## src/rtl/display_scheduler.sv

```systemverilog
// Arbitrates the 4-digit display between the live time and a timed overlay, with optional live blink.
// All outputs except ovl_ready and owner come straight from flops.
module display_scheduler #(
   parameter int HOLD_CYCLES = 25_000_000,
   parameter int BLINK_HALF  = 6_250_000,
   parameter int CW          = 25
) (
   input  logic        clk,
   input  logic        rst_n,
   input  logic [27:0] live_digits,
   input  logic        ovl_valid,
   input  logic [27:0] ovl_digits,
   output logic        ovl_ready,
   input  logic        ovl_cancel,
   output logic        ovl_done,
   input  logic        blink_en,
   output logic [6:0]  digit0_segments,
   output logic [6:0]  digit1_segments,
   output logic [6:0]  digit2_segments,
   output logic [6:0]  digit3_segments,
   output logic        owner
);

   typedef enum logic {
      LIVE = 1'b0,
      OVL  = 1'b1
   } state_t;

   localparam logic [CW-1:0] HOLD_LAST  = CW'(HOLD_CYCLES - 1);
   localparam logic [CW-1:0] BLINK_LAST = CW'(BLINK_HALF - 1);

   state_t        state_q, state_d;
   logic [27:0]   payload_q, payload_d;
   logic [CW-1:0] hold_q, hold_d;
   logic [CW-1:0] blink_cnt_q, blink_cnt_d;
   logic          blank_q, blank_d;
   logic          leave_q, leave_d;
   logic          done_q, done_d;
   logic [27:0]   digits_q, digits_d;

   always_comb begin
      state_d     = state_q;
      payload_d   = payload_q;
      hold_d      = hold_q;
      leave_d     = 1'b0;
      blink_cnt_d = blink_cnt_q;
      blank_d     = blank_q;

      if (state_q == LIVE) begin
         if (ovl_valid) begin
            state_d   = OVL;
            payload_d = ovl_digits;
            hold_d    = '0;
         end
      end else begin
         hold_d = hold_q + 1'b1;
         if ((hold_q == HOLD_LAST) || ovl_cancel) begin
            state_d = LIVE;
            leave_d = 1'b1;
         end
      end

      // Blink restarts from a full on-phase whenever it is disabled or an overlay owns the display.
      if (!blink_en || (state_q == OVL)) begin
         blink_cnt_d = '0;
         blank_d     = 1'b0;
      end else if (blink_cnt_q == BLINK_LAST) begin
         blink_cnt_d = '0;
         blank_d     = !blank_q;
      end else begin
         blink_cnt_d = blink_cnt_q + 1'b1;
      end

      if (state_q == OVL) begin
         digits_d = payload_q;
      end else if (blank_q) begin
         digits_d = '0;
      end else begin
         digits_d = live_digits;
      end

      // Done is delayed one extra cycle so it lines up with the first live frame on the outputs.
      done_d = leave_q;
   end

   always_ff @(posedge clk or negedge rst_n) begin
      if (!rst_n) begin
         state_q     <= LIVE;
         payload_q   <= '0;
         hold_q      <= '0;
         blink_cnt_q <= '0;
         blank_q     <= 1'b0;
         leave_q     <= 1'b0;
         done_q      <= 1'b0;
         digits_q    <= '0;
      end else begin
         state_q     <= state_d;
         payload_q   <= payload_d;
         hold_q      <= hold_d;
         blink_cnt_q <= blink_cnt_d;
         blank_q     <= blank_d;
         leave_q     <= leave_d;
         done_q      <= done_d;
         digits_q    <= digits_d;
      end
   end

   assign ovl_ready       = (state_q == LIVE);
   assign owner           = (state_q == OVL);
   assign ovl_done        = done_q;
   assign digit0_segments = digits_q[6:0];
   assign digit1_segments = digits_q[13:7];
   assign digit2_segments = digits_q[20:14];
   assign digit3_segments = digits_q[27:21];

endmodule

```

## config.mk

```make
export PLATFORM = sky130hd
export DESIGN_NAME = display_scheduler
export DESIGN_NICKNAME = d
export VERILOG_FILES = /design/src/rtl/display_scheduler.sv
export SDC_FILE = /design/constraint.sdc
export NUM_CORES = 1
export LEC_CHECK = 0
export CAP_MARGIN = 5
export CORE_AREA = 5 5 103 105
export DETAILED_ROUTE_END_ITERATION = 12
export DIE_AREA = 0 0 108 110
export PLACE_DENSITY = 0.82
export SYNTH_ARGS = -nofsm -noshare
export SYNTH_HDL_FRONTEND = slang
export SYNTH_SLANG_ARGS = --single-unit
```

## constraint.sdc

```tcl
create_clock -name clk -period 2.6 [get_ports clk]
set_input_delay 0.65 -clock clk [delete_from_list [all_inputs] [get_ports clk]]
set_output_delay 0.65 -clock clk [all_outputs]
set_load 0.02 [all_outputs]
```

; ---- Word-level counts from Yosys, hierarchy flattened
; Index checks and enable logic that the tools add are counted.
[totals]
wordCells = 33
out_inout_bits = 31
register_bits = 110
inputBits = 61
[op_classes]
n_reduce_logical = 7
eq_ne = 2
mux = 13
bitwise_logic = 1
add_sub_neg = 2
[ops]
columns = op, count
row1 = $mux 25, 4
row2 = $mux 28, 2
row3 = $add 25x1->25 const B, 2
row4 = $eq 25x23->1 const B, 1
row5 = $eq 25x25->1 const B, 1
row6 = $mux 1, 7
row7 = $reduce_bool 2->1, 2
row8 = $logic_not 1->1, 2
row9 = $logic_or 1x1->1, 2
row10 = $reduce_and 2->1, 1
row11 = $not 1->1, 1

; ---- Depth between registers and ports, before layout
; Gate-level depths: netlist (run 1).
[depth]
word_depth = 4
ltp_mapped = 6

; ---- Worst setup path after synthesis (run 1)
; No wires, ideal clock.
[synth_path]
kind = flip-flop to flip-flop
from = register state_q, in the netlist owner
to = register payload_q[10]
t_required_ns = 2.535
synth_period_minus_slack_ns = 1.811
slack_ns = 0.789
arrival_time_ns = 1.745
path_buffers = 2
setup_ns = 0.065
path_stages_with_launch = 7
path_cell_list = dfrtp_1 -> clkinv_1 -> nand2_1 -> clkbuf_1 -> buf_1 -> nand2_1 -> nand2_1
[synth_between]
elab_chain_cells = 2
[synth_rtl]
columns = item, line
row1 = start: declaration, 32  ; state_t state_q, state_d;
row2 = start signal: assignment, 97  ; state_q <= state_d;
row3 = $not 1->1 (no line), n/a
row4 = via ovl_ready, 13  ; output logic ovl_ready,
row5 = $reduce_and 2->1 (no line), n/a
row6 = end signal: assignment, 98  ; payload_q <= payload_d;
row7 = end: declaration, 33  ; logic [27:0] payload_q, payload_d;
; The timed path passes the listed nets, and every way through them passes these cells.
; A chain may end at the register's enable or synchronous reset.

; ---- Final worst setup path (run 1)
[layout_path]
from = register state_q, in the netlist owner
to = output ovl_ready
[layout_between]
elab_chain_cells = 1
[layout_rtl]
columns = item, line
row1 = $not 1->1 (no line), n/a
row2 = end: declaration, 13
; No other way between the ends.

==> results_dict.tcl, run 1 <==
set metrics [dict create \
    cts_resized 0 \
    max_freq_mhz 420 \
    grt_max_degree 50 \
    crit_path_end "ovl_ready" \
    drc 0 \
    dr.first_iter.drc_count 241 \
    syn_area_um2 4700 \
    fp.dieArea_um2 11900 \
    core_region_area_um2 9550 \
    cts_setup_buffers 0 \
    totalWireLength_um 11100 \
    clk_latency_ns 0.39 \
    worstPathRequired_ns 1.95 \
    ys_seq_elements 110 \
    dp_hpwl_um 7750 \
    p_leak_uw 0.00271 \
    fin_area_um2 6000 \
    area_growth_pct 27.6 \
    cts_hold_buf 0 \
    timing.final.crit_share_pct 91.5 \
    grt_use_total_pct 19.5 \
    ff2ff_path_depth 4 \
    clkTransAtPathRegs_ns 0.11 \
    clockBufferDepth 2 \
    crit_path_end_kind "primary output" \
    syn_nets 527 \
    firstDrtPassIters 4 \
    max_slew_margin_pct 23.5 \
    grt_first_pass_wirelength_um 18200 \
    worstSetupPathType "register to primary output" \
    synth.area.top_cells "dfrtp_1 (59%), nand2_1 (9.8%), a22o_1 (5.0%)" \
    p_per_area_nw_per_um2 643 \
    vias 3755 \
    netlist.area_leader.share_pct 58.6 \
    period_minus_slack_ns 2.38 \
    ir_drop_mv 0.495 \
    startpoint_type "register" \
    clock_sinks 110 \
    ys_seq_area_share_pct 58.6 \
    yosys_warnings 0 \
    critPathMaxFanout 8 \
    drv_cap 0 \
    fin_skew_ns 0.0186 \
    die_y_um 110 \
    vias_per_cell 5.44 \
    reg2reg_to "blink_cnt_q[24]" \
    slew_viol_final 0 \
    antenna_left 0 \
    yosys.area.top_type "dfrtp_1" \
    rsz0062_at_grt "no" \
    dieWidth_um 108 \
    htreeDepth 3 \
    worstMarginPinSlew_ns 1.15 \
    tns_ns 0 \
    outcome "finished clean" \
    drive_above_1_share_pct 5.75 \
    io_buffer_count 91 \
    cts_buffers 9 \
    first_global_vias 3739 \
    start_util_pct 49.2 \
    rows 36 \
    hold_path_class "input port to async pin" \
    cts_root_buffer "clkbuf_8" \
    crit_arrival_ns 1.73 \
    antennaDiodeCount 0 \
    antenna_found_initial 0 \
    io_pins 92 \
    synth_cell_types 36 \
    hold_viol_final 0 \
    layout.nets 615 \
    placed_cell_area_um2 5790 \
    startpoint "owner" \
    r2r_start "blink_cnt_q[7]" \
    syn_inst 464 \
    wl_per_cell_um 16.1 \
    regToRegSetupSlack_ns 0.60 \
    finalSetupViolCount 0 \
    grt_overflow 0 \
    globalplace.congestion 0.842 \
    cts_tree "done" \
    syn_avg_cell_area_um2 10.1 \
]
-- critical path, cell delays in order, from the launching register on --
cell             delay, ns
dfrtp_1               0.49
clkinv_1              0.25
clkdlybuf4s50_1       0.61
-- worst min path at each step --
stage / start / endpoint / slack, ns / cells after the start
2_1_floorplan: done_d / ovl_done / 0.33 / 0
3_3_place_gp: done_d / ovl_done / 0.33 / 0
3_5_place_dp: done_d / ovl_done / 0.34 / 0
4_1_cts: rst_n / blink_cnt_q[13] / 0.24 / 1
5_1_grt: rst_n / blink_cnt_q[9] / 0.26 / 1
6_report: rst_n / blink_cnt_q[13] / 0.23 / 1
-- logic make-up after synthesis --
logic type / count (synthesis) / synth area share [%]
and+or+nand+nor: 225 / 22.6
DFF: 110 / 58.6
AOI/OAI and AO/OA: 66 / 9.69
buffers and inverters: 30 / 2.45
muxes: 16 / 3.41
xor gates and xnor gates: 15 / 2.80
adders and majority gates: 2 / 0.532
-- per-stage QoR --
stage,power (uW),setup WS [ns],std cells,hold WS [ns],util [%]
2_1_floorplan,2420,0.789,464,0.331,-
3_3_place_gp,2810,0.698,674,0.335,60.7
3_5_place_dp,2850,0.606,674,0.340,60.7
4_1_cts,3880,0.221,690,0.236,62.8
5_1_grt,4050,0.128,690,0.257,62.8
6_report,3850,0.222,690,0.229,62.8
-- state kept, by name, summed over array words and instances, names as in the netlist --
name         cells
blink_cnt_q     25
done_d           1
ovl_done         1
blank_q          1
digits_q        28
payload_q       28
owner            1
hold_q          25
-- final cells by class --
class | instances | area (um^2)
Clock inverter | 7 | 80.1
Timing Repair Buffer | 99 | 1010
Fill cell | 743 | 3550
Clock buffer | 9 | 124
Tap cell | 133 | 166
Inverter | 8 | 30.0
Sequential cell | 110 | 2750
Multi-Input combinational cell | 324 | 1840
-- cells in the mapped netlist --
| cell | count |
|---|---|
| nand4b_1 | 2 |
| a22o_1 | 27 |
| o211ai_1 | 3 |
| a31oi_1 | 1 |
| dfrtp_1 | 110 |
| or4_4 | 1 |
| clkinv_1 | 1 |
| o21ai_0 | 9 |
| and3_1 | 9 |
| clkbuf_1 | 16 |
| or2_2 | 1 |
| a21oi_1 | 11 |
| xor2_1 | 2 |
| nor3_1 | 4 |
| nor4_2 | 2 |
| ha_1 | 2 |
| buf_1 | 4 |
| o21a_1 | 1 |
| o31ai_1 | 4 |
| nor2b_1 | 2 |
| or4_1 | 1 |
| nor3b_1 | 1 |
| nand4_1 | 15 |
| buf_2 | 2 |
| inv_1 | 7 |
| nand4_4 | 1 |
| xnor2_1 | 13 |
| o21ai_1 | 9 |
| mux2i_1 | 16 |
| and4_1 | 4 |
| nor4_1 | 8 |
| or3_1 | 8 |
| nor2_1 | 25 |
| a21boi_1 | 1 |
| nand2_1 | 123 |
| nand3_1 | 18 |
-- routing by layer --
| metal | up-vias | part of all wire, % | GRT usage (%) |
|---|---|---|---|
| li1 | 1787 | - | - |
| met1 | 1846 | 43 | 26.4 |
| met2 | 100 | 50 | 30.7 |
| met3 | 22 | 4.8 | 4.02 |
| met4 | 0 | 2.2 | 8.21 |
| met5 | - | 0 | 0 |
-- report_power, final --
group	leakage (uW)	switching, uW	internal, uW
Combinational	0.00118	406	374
Sequential	0.00143	118	1910
Clock	0.000100	657	390
Total	0.00271	1180	2670
-- layout by cell type (no fill, tap or decap), types with 11 or more instances in the layout --
cell type,instances
dfrtp_1,110
nand4_1,15
nand3_1,18
mux2i_1,16
a22o_1,27
xnor2_1,13
nand2_1,123
clkdlybuf4s50_1,90
a21oi_1,11
nor2_1,24
(Power assumes the default switching activity.)
==> inputs of run 2 (changes only) <==
- SLEW_MARGIN: unset -> 20
==> run 2 against run 1 <==
Effect of this change: non-clock buffer count unchanged; wire length increased by 0.32%; clock power about the same; clock skew increased by 0.00082 ns; total power increased by 0.28%; global-route usage unchanged; clock-buffer cell count unchanged; hold slack got worse by 0.0037 ns; critical path depth unchanged; via count increased by 0.29%; first-iteration DRC count decreased by 12%; core utilization increased by 0.052 points; largest cell class unchanged; highest routed layer unchanged.
==> results_dict.tcl, run 2 (synthesis gave the netlist of run 1 again) <==
set metrics [dict create \
    vias_per_cell 5.46 \
    core_region_area_um2 9550 \
    grt_overflow 0 \
    antennaDiodeCount 0 \
    startpoint_type "register" \
    crit_arrival_ns 1.75 \
    slew_viol_final 0 \
    cts_root_buffer "clkbuf_8" \
    period_minus_slack_ns 2.40 \
    grt_use_total_pct 19.5 \
    max_freq_mhz 417 \
    fp.dieArea_um2 11900 \
    dieWidth_um 108 \
    critPathMaxFanout 8 \
    hold_path_class "input port to async pin" \
    io_pins 92 \
    p_per_area_nw_per_um2 644 \
    first_global_vias 3739 \
    firstDrtPassIters 4 \
    power_uw 3860 \
    vias 3766 \
    antenna_found_initial 0 \
    wl_per_cell_um 16.2 \
    io_buffer_count 91 \
    die_y_um 110 \
    cp.buffers_inverters 2 \
    slowest_stage "clkdlybuf4s50_1" \
    area_growth_pct 27.7 \
    cts_resized 0 \
    regToRegSetupSlack_ns 0.59 \
    cp_top_family "buffers and inverters" \
    cts_tree "done" \
    cp_slowest_stage_delay_ns 0.61 \
    outcome "finished clean" \
    clockBufferDepth 2 \
    grt_first_pass_wirelength_um 18200 \
    clk_latency_ns 0.40 \
    drc 0 \
    totalWireLength_um 11200 \
    crit_path_end_kind "primary output" \
    dr.first_iter.drc_count 212 \
    cts_buffers 9 \
    grt_max_degree 50 \
    cp.depth 2 \
    worstSetupPathType "register to primary output" \
    rows 36 \
    layout.nets 615 \
    start_util_pct 49.2 \
    crit_path_cell_trace "clkinv_1, clkdlybuf4s50_1" \
    drive_above_1_share_pct 5.75 \
    final_cell_mix "nand2_1 (123), dfrtp_1 (110), clkdlybuf4s50_1 (90), a22o_1 (27), nor2_1 (24)" \
    dp_hpwl_um 7750 \
    cts_hold_buf 0 \
    startpoint "owner" \
    clkTransAtPathRegs_ns 0.11 \
    r2r_start "blink_cnt_q[7]" \
    timing.final.crit_share_pct 92.2 \
    antenna_left 0 \
    htreeDepth 3 \
    tns_ns 0 \
    fin_skew_ns 0.0194 \
    cts_setup_buffers 0 \
    reg2reg_to "blink_cnt_q[24]" \
    worstMarginPinSlew_ns 0.741 \
    ir_drop_mv 0.499 \
    clock_sinks 110 \
    mostFrequentLayoutCell "nand2_1" \
    p_leak_uw 0.00271 \
    finalSetupViolCount 0 \
    rsz0062_at_grt "no" \
    setup_ws_ns 0.202 \
    drv_cap 0 \
    dp_slack_ns 0.606 \
    reg.largest.list "digits_q (28), payload_q (28)" \
    globalplace.congestion 0.842 \
    ff2ff_path_depth 4 \
    hold_viol_final 0 \
    max_slew_margin_pct 50.2 \
    worstPathRequired_ns 1.95 \
]
[run 2: cell counts in the layout (fill, tap and decap cells not counted)]
No cell type changed its count.
[run 2: worst register-to-register path: cells and delay by family, from the launching register on]
kind / cells / cell delay, ns
AND/OR/NAND/NOR: 3 / 1.31
AO/OA/AOI/OAI: 1 / 0.14
flip-flops: 1 / 0.49
[run 2: through the flow]
stage	util (%)	cells	hold slack (ns)	cell area, um^2
3_3_place_gp	60.7	674	0.335	5790
2_1_floorplan	-	464	0.331	4700
6_report	62.8	690	0.226	6000
3_5_place_dp	60.7	674	0.340	5790
4_1_cts	62.8	690	0.236	6000
5_1_grt	62.8	690	0.257	6000
[run 2: how the worst max path moves through the flow]
stage / end / slack (ns)
floorplan: payload_q[10] / 0.79
global placement: blink_cnt_q[24] / 0.70
detailed placement: blink_cnt_q[24] / 0.61
CTS: ovl_ready / 0.22
global route: ovl_ready / 0.13
finish: ovl_ready / 0.20
[run 2: final cells by class]
class	instances	area, um^2
inverters	8	30.0
flip-flops and latches	110	2750
clock inverters	7	80.1
well taps	133	166
fillers	743	3550
multi-input cells	324	1840
clock buffers	9	124
repair buffers	99	1010
[run 2: power by group]
| group | internal [uW] | total (uW) | switching (uW) |
|---|---|---|---|
| clock network | 390 | 1050 | 664 |
| logic | 375 | 783 | 408 |
| registers | 1910 | 2030 | 118 |
| total | 2670 | 3860 | 1190 |
[run 2: metal layers]
| metal | wire length [um] | global-route usage (%) | up-vias |
|---|---|---|---|
| li1 | - | - | 1785 |
| met1 | 4790 | 26.4 | 1840 |
| met2 | 5510 | 30.7 | 114 |
| met3 | 569 | 4.02 | 27 |
| met4 | 289 | 8.21 | 0 |
| met5 | 0 | 0 | - |
==> inputs of run 3 (changes only) <==
- CTS_CLUSTER_DIAMETER: unset -> 100
==> results of run 3 <==
Same layout as run 2: the final DEF is identical, and so are final timing and power.
